--- src/rtl/aespim_clmul64_seq.sv ---
// Sequential 64x64 carry-less multiplier built around one 32x32 CLMUL core.
// Build option: define AESPIM_CLMUL64_KARATSUBA_EN for the 3-multiply Karatsuba schedule; otherwise 4-multiply schoolbook.

module aespim_clmul32_karatsuba (
    input  logic [31:0] a,
    input  logic [31:0] b,
    output logic [63:0] p
);
    function automatic logic [31:0] clmul16(input logic [15:0] x, input logic [15:0] y);
        logic [31:0] acc;
        acc = '0;
        for (int i = 0; i < 16; i++) begin
            if (y[i]) acc = acc ^ ({16'b0, x} << i);
        end
        return acc;
    endfunction

    logic [31:0] lo, hi, mm, mid;

    always_comb begin
        lo  = clmul16(a[15:0], b[15:0]);
        hi  = clmul16(a[31:16], b[31:16]);
        mm  = clmul16(a[15:0] ^ a[31:16], b[15:0] ^ b[31:16]);
        mid = mm ^ lo ^ hi;
        p   = {32'b0, lo} ^ {16'b0, mid, 16'b0} ^ {hi, 32'b0};
    end
endmodule

module aespim_clmul64_seq (
    input  logic         clk_i,
    input  logic         rst_i,
    input  logic         in_valid_i,
    output logic         in_ready_o,
    input  logic [63:0]  a_i,
    input  logic [63:0]  b_i,
    output logic         out_valid_o,
    input  logic         out_ready_i,
    output logic [127:0] p_o,
    output logic         busy_o
);
    // Handshake: a transfer happens on a rising edge where valid and ready are both high;
    // in_ready_o is high only in IDLE and out_valid_o only in DONE, so the two never overlap.
`ifdef AESPIM_CLMUL64_KARATSUBA_EN
    typedef enum logic [2:0] {S_IDLE, S_MUL0, S_MUL1, S_MUL2, S_DONE} state_t;
`else
    typedef enum logic [2:0] {S_IDLE, S_MUL0, S_MUL1, S_MUL2, S_MUL3, S_DONE} state_t;
`endif

    state_t       state;
    logic [63:0]  a_q, b_q;
    logic [63:0]  p0_q, p2_q;
    logic [127:0] p_q;
    logic         in_ready_q, out_valid_q, busy_q;
    logic [31:0]  mul_a, mul_b;
    logic [63:0]  mul_p;

    function automatic logic [127:0] combine(input logic [63:0] lo, input logic [63:0] mid,
                                             input logic [63:0] hi);
        return {64'b0, lo} ^ {32'b0, mid, 32'b0} ^ {hi, 64'b0};
    endfunction

    always_comb begin
        mul_a = a_q[31:0];
        mul_b = b_q[31:0];
        case (state)
`ifdef AESPIM_CLMUL64_KARATSUBA_EN
            S_MUL1: begin mul_a = a_q[63:32];               mul_b = b_q[63:32];               end
            S_MUL2: begin mul_a = a_q[31:0] ^ a_q[63:32];   mul_b = b_q[31:0] ^ b_q[63:32];   end
`else
            S_MUL1: begin mul_a = a_q[31:0];  mul_b = b_q[63:32]; end
            S_MUL2: begin mul_a = a_q[63:32]; mul_b = b_q[31:0];  end
            S_MUL3: begin mul_a = a_q[63:32]; mul_b = b_q[63:32]; end
`endif
            default: begin mul_a = a_q[31:0]; mul_b = b_q[31:0]; end
        endcase
    end

    aespim_clmul32_karatsuba u_core (
        .a (mul_a),
        .b (mul_b),
        .p (mul_p)
    );

`ifndef AESPIM_CLMUL64_KARATSUBA_EN
    logic [63:0] pm_q;
`endif

    always_ff @(posedge clk_i) begin
        if (rst_i) begin
            state       <= S_IDLE;
            a_q         <= '0;
            b_q         <= '0;
            p0_q        <= '0;
            p2_q        <= '0;
`ifndef AESPIM_CLMUL64_KARATSUBA_EN
            pm_q        <= '0;
`endif
            p_q         <= '0;
            in_ready_q  <= 1'b1;
            out_valid_q <= 1'b0;
            busy_q      <= 1'b0;
        end else begin
            case (state)
                S_IDLE: begin
                    if (in_valid_i) begin
                        a_q        <= a_i;
                        b_q        <= b_i;
                        state      <= S_MUL0;
                        in_ready_q <= 1'b0;
                        busy_q     <= 1'b1;
                    end
                end
                S_MUL0: begin
                    p0_q  <= mul_p;
                    state <= S_MUL1;
                end
`ifdef AESPIM_CLMUL64_KARATSUBA_EN
                S_MUL1: begin
                    p2_q  <= mul_p;
                    state <= S_MUL2;
                end
                S_MUL2: begin
                    // The middle product is folded straight into p_q on this edge, so it needs no register of its own.
                    p_q         <= combine(p0_q, mul_p ^ p0_q ^ p2_q, p2_q);
                    state       <= S_DONE;
                    out_valid_q <= 1'b1;
                end
`else
                S_MUL1: begin
                    pm_q  <= mul_p;
                    state <= S_MUL2;
                end
                S_MUL2: begin
                    pm_q  <= pm_q ^ mul_p;
                    state <= S_MUL3;
                end
                S_MUL3: begin
                    p2_q        <= mul_p;
                    p_q         <= combine(p0_q, pm_q, mul_p);
                    state       <= S_DONE;
                    out_valid_q <= 1'b1;
                end
`endif
                S_DONE: begin
                    if (out_ready_i) begin
                        state       <= S_IDLE;
                        out_valid_q <= 1'b0;
                        in_ready_q  <= 1'b1;
                        busy_q      <= 1'b0;
                    end
                end
                default: begin
                    state       <= S_IDLE;
                    out_valid_q <= 1'b0;
                    in_ready_q  <= 1'b1;
                    busy_q      <= 1'b0;
                end
            endcase
        end
    end

    assign in_ready_o  = in_ready_q;
    assign out_valid_o = out_valid_q;
    assign busy_o      = busy_q;
    assign p_o         = p_q;
endmodule
--- config.mk ---
export PLATFORM = sky130hd
export DESIGN_NAME = aespim_clmul64_seq
export DESIGN_NICKNAME = d
export VERILOG_FILES = /design/src/rtl/aespim_clmul64_seq.sv
export SDC_FILE = /design/constraint.sdc
export NUM_CORES = 2
export LEC_CHECK = 0
export ABC_AREA = 1
export BUFFER_PORTS_ARGS = -buffer_cell sky130_fd_sc_hd__buf_2
export CORE_AREA = 2 2 238 240
export DETAILED_ROUTE_END_ITERATION = 12
export DIE_AREA = 0 0 240 242
export PLACE_DENSITY = 0.74
export RECOVER_POWER = 50
export SLEW_MARGIN = 20
export SYNTH_ARGS = -nofsm -noshare
export SYNTH_HDL_FRONTEND = slang
export SYNTH_SLANG_ARGS = --single-unit
--- constraint.sdc ---
create_clock -name clk_i -period 3.1 [get_ports clk_i]
set_input_delay 0.31 -clock clk_i [delete_from_list [all_inputs] [get_ports clk_i]]
set_output_delay 0.31 -clock clk_i [all_outputs]
set_load 0.02 [all_outputs]
==> impl_metrics.ini <==
[status]
outcome = complete, but fails checks
violations = hold timing, setup timing

[sta]
slew_headroom_pct = 32.6
timing.hold.ws_ns = -0.00532
tightestPinTransition_ns = 1.01
finalSetupViolCount = 138
max_freq_mhz = 276
fin_setup_tns_ns = -40.42
worst_slack_ns = -0.528
finalHoldViolCount = 6
skew_ns = 0.0347
rsz0062_at_grt = yes
min_period_ns = 3.63
fin_crit_sh_pct = 117
maxSlewViolCount = 0

[place]
gp_congestion = 1.08
numPortBuffers = 261
pre_cts_slack_ns = -0.653
placed_area_sq_um = 36700
dp_hpwl_um = 102000

[worst_hold_path]
hold_path.class = in -> reg

[cells_and_area]
nets = 5922
area_growth_pct = 44.9
layout_commonest_cell = nand2_1
design_area_sq_um = 43800
final_cell_mix = nand2_1 (1294), buf_4 (514), inv_1 (480)
nFillCells = 4178
antennaDiodeCount = 0
final_layout_size_suffix_gt1_share_pct = 30.2

[drt]
wl_per_cell_um = 22.5
drt_first_pass_iters = 8
routed_wl_um = 148000
antenna_left = 0
dr.first_iter.drc_count = 4883
drc = 0
viasPerCell = 5.85
vias = 38450

[critical_path]
cp_slowest_cell = dfxtp_4
crit_fanout = 8
start_kind = flop
required_ns = 3.63
cp_data_arrival_time_ns = 4.16
max_stage_delay_ns = 0.40
path_common_cell = nand2_4
criticalPathCategory = reg -> reg
end_kind = flop

[clock_tree]
clk_pin_slew_worst_paths_ns = 0.07
cts_tree = done
h-tree-depth = 2
numCtsBuffers = 40
cts_root_buf = clkbuf_16
clk-insertion-delay-late_ns = 0.60
clockBufferDepth = 3
clock_sinks = 387

[yosys]
synth_area_sq_um = 30200
synth_edf_count = 0
ys_seq_area_share_pct = 25.6
async_reset_ff_share_pct = 0
avgSynthCellArea_sq_um = 6.08
syn_nets = 5105
yosys_warnings = 0
synth_cells = 4973
synth.distinct_cells = 48
synthFlopType = dfxtp_1
ys_ff_latch = 387

[die]
num_io_pins = 263
coreArea_sq_um = 55700
die_area_sq_um = 58100
rows = 87
initial_core_util_pct = 54.3
die_h_um = 242
die_w_um = 240

[pwr]
power_mw = 48.5
p_leak_nw = 20.0
cellPowerDensity_nw_per_um2 = 1110
peakVddDrop_v = 0.000647

[run]
cap_viol_max_count = 0

[global_route]
first_global_vias = 34025
grt_start_max_net_pins = 130
antenna_found_initial = 1
grt_first_pass_wirelength_um = 202000
grt_overflow = 0
track_usage_pct = 45.9
[final cells by class]
cell class	count	area, sq um	area share (%)
repair buffers	1026	9020	20.6
well taps	756	946	2.16
multi-input cells	3821	22800	52.1
clock inverters	15	240	0.548
clock buffers	53	1100	2.51
inverters	514	1960	4.46
flip-flops and latches	387	7760	17.7
[cell families (layout without fill, tap and decap cells)]
group,Yosys count,in the layout,synth area share (%)
AO/OA/AOI/OAI,680,680,11.8
buffers and inverters,772,1608,10.9
AND/OR/NAND/NOR,2589,2596,35.3
other,1,1,0.0124
flip-flops,387,387,25.6
XOR/XNOR,544,544,16.4
[synth_stat cells (2+ instances only)]
cell / instances / share of area [%]
nand2_1: 1698 / 21
inv_1: 497 / 6.2
dfxtp_1: 387 / 26
nor2_1: 387 / 4.8
o21ai_0: 318 / 5.3
nand3_1: 307 / 5.1
xor2_1: 267 / 7.7
a21oi_1: 264 / 4.4
xnor2_1: 252 / 7.3
clkbuf_1: 116 / 1.4
buf_2: 68 / 1.1
nand2_2: 54 / 1.1
buf_4: 41 / 1.0
nand3b_1: 38 / 0.94
o21ai_1: 32 / 0.53
nand4_1: 30 / 0.62
nor3_1: 24 / 0.40
buf_6: 19 / 0.71
o21bai_1: 19 / 0.47
inv_2: 16 / 0.20
or2_1: 16 / 0.33
o22ai_1: 14 / 0.29
buf_1: 13 / 0.16
nor4_1: 13 / 0.27
xnor2_2: 13 / 0.70
xor2_2: 11 / 0.59
o211ai_1: 10 / 0.25
nand2_4: 7 / 0.26
a22oi_1: 5 / 0.12
o21ai_2: 5 / 0.14
nand2b_1: 4 / 0.083
o221ai_1: 4 / 0.12
or2_2: 4 / 0.083
nand3_2: 3 / 0.099
a21boi_0: 2 / 0.050
a31oi_1: 2 / 0.041
o21ai_4: 2 / 0.11
[per-stage QoR]
stage	util (%)	std cells
floorplan	-	4973
global placement	65.9	6323
detailed placement	65.9	6323
CTS	73.6	6490
global route	78.7	6572
finish	78.7	6572
[state kept, by name (all words and copies together), names as in the netlist, 3 cells and up]
| name | flops |
|---|---|
| p_o | 127 |
| a_q | 64 |
| b_q | 64 |
| p0_q | 63 |
| pm_q | 63 |
| state | 3 |
[layer usage]
layer  vias up  part of all wire [%]  global-route usage (%)
met1     17467                    35                    56.5
met5         -                0.0088                       0
met2      2934                    42                    70.0
li1      17094                     -                       -
met3       953                    13                    11.3
met4         2                    10                    31.8
[worst paths after layout]
| kind | startpoint | end | slack [ns] | depth (start not counted) |
|---|---|---|---|---|
| setup / recovery | state[0] | pm_q[26] | -0.53 | 28 |
| hold / removal | b_i[8] | b_q[8] | -0.005 | 3 |
| hold reg to reg | b_q[63] | b_q[63] | 0.45 | 2 |
| setup reg to reg | state[0] | pm_q[26] | -0.53 | 28 |
[critical path: cells and delay by family (launching register included)]
kind                      cells  cell delay (ns)
buffers and inverters         8             1.06
and+or+nand+nor              18             1.74
xor gates and xnor gates      2             0.34
DFF                           1             0.40
[power by group]
part	internal (mW)	switching (mW)	leakage, nW
Combinational	14.1	22.8	16.2
Clock	2.87	2.20	0.657
Sequential	5.86	0.637	3.17
Total	22.9	25.7	20.0
[what timing repair did]
item / 4_1_cts / 5_1_grt
pin swaps: 123 / 283
hold buffers: 23 / 0
gates cloned: 13 / 7
resized for setup: 475 / 582
setup endpoints to repair: 140 / 143
setup buffers: 65 / 78
hold endpoints to repair: 23 / 0
No activity file was read; power rests on OpenSTA's default activity.
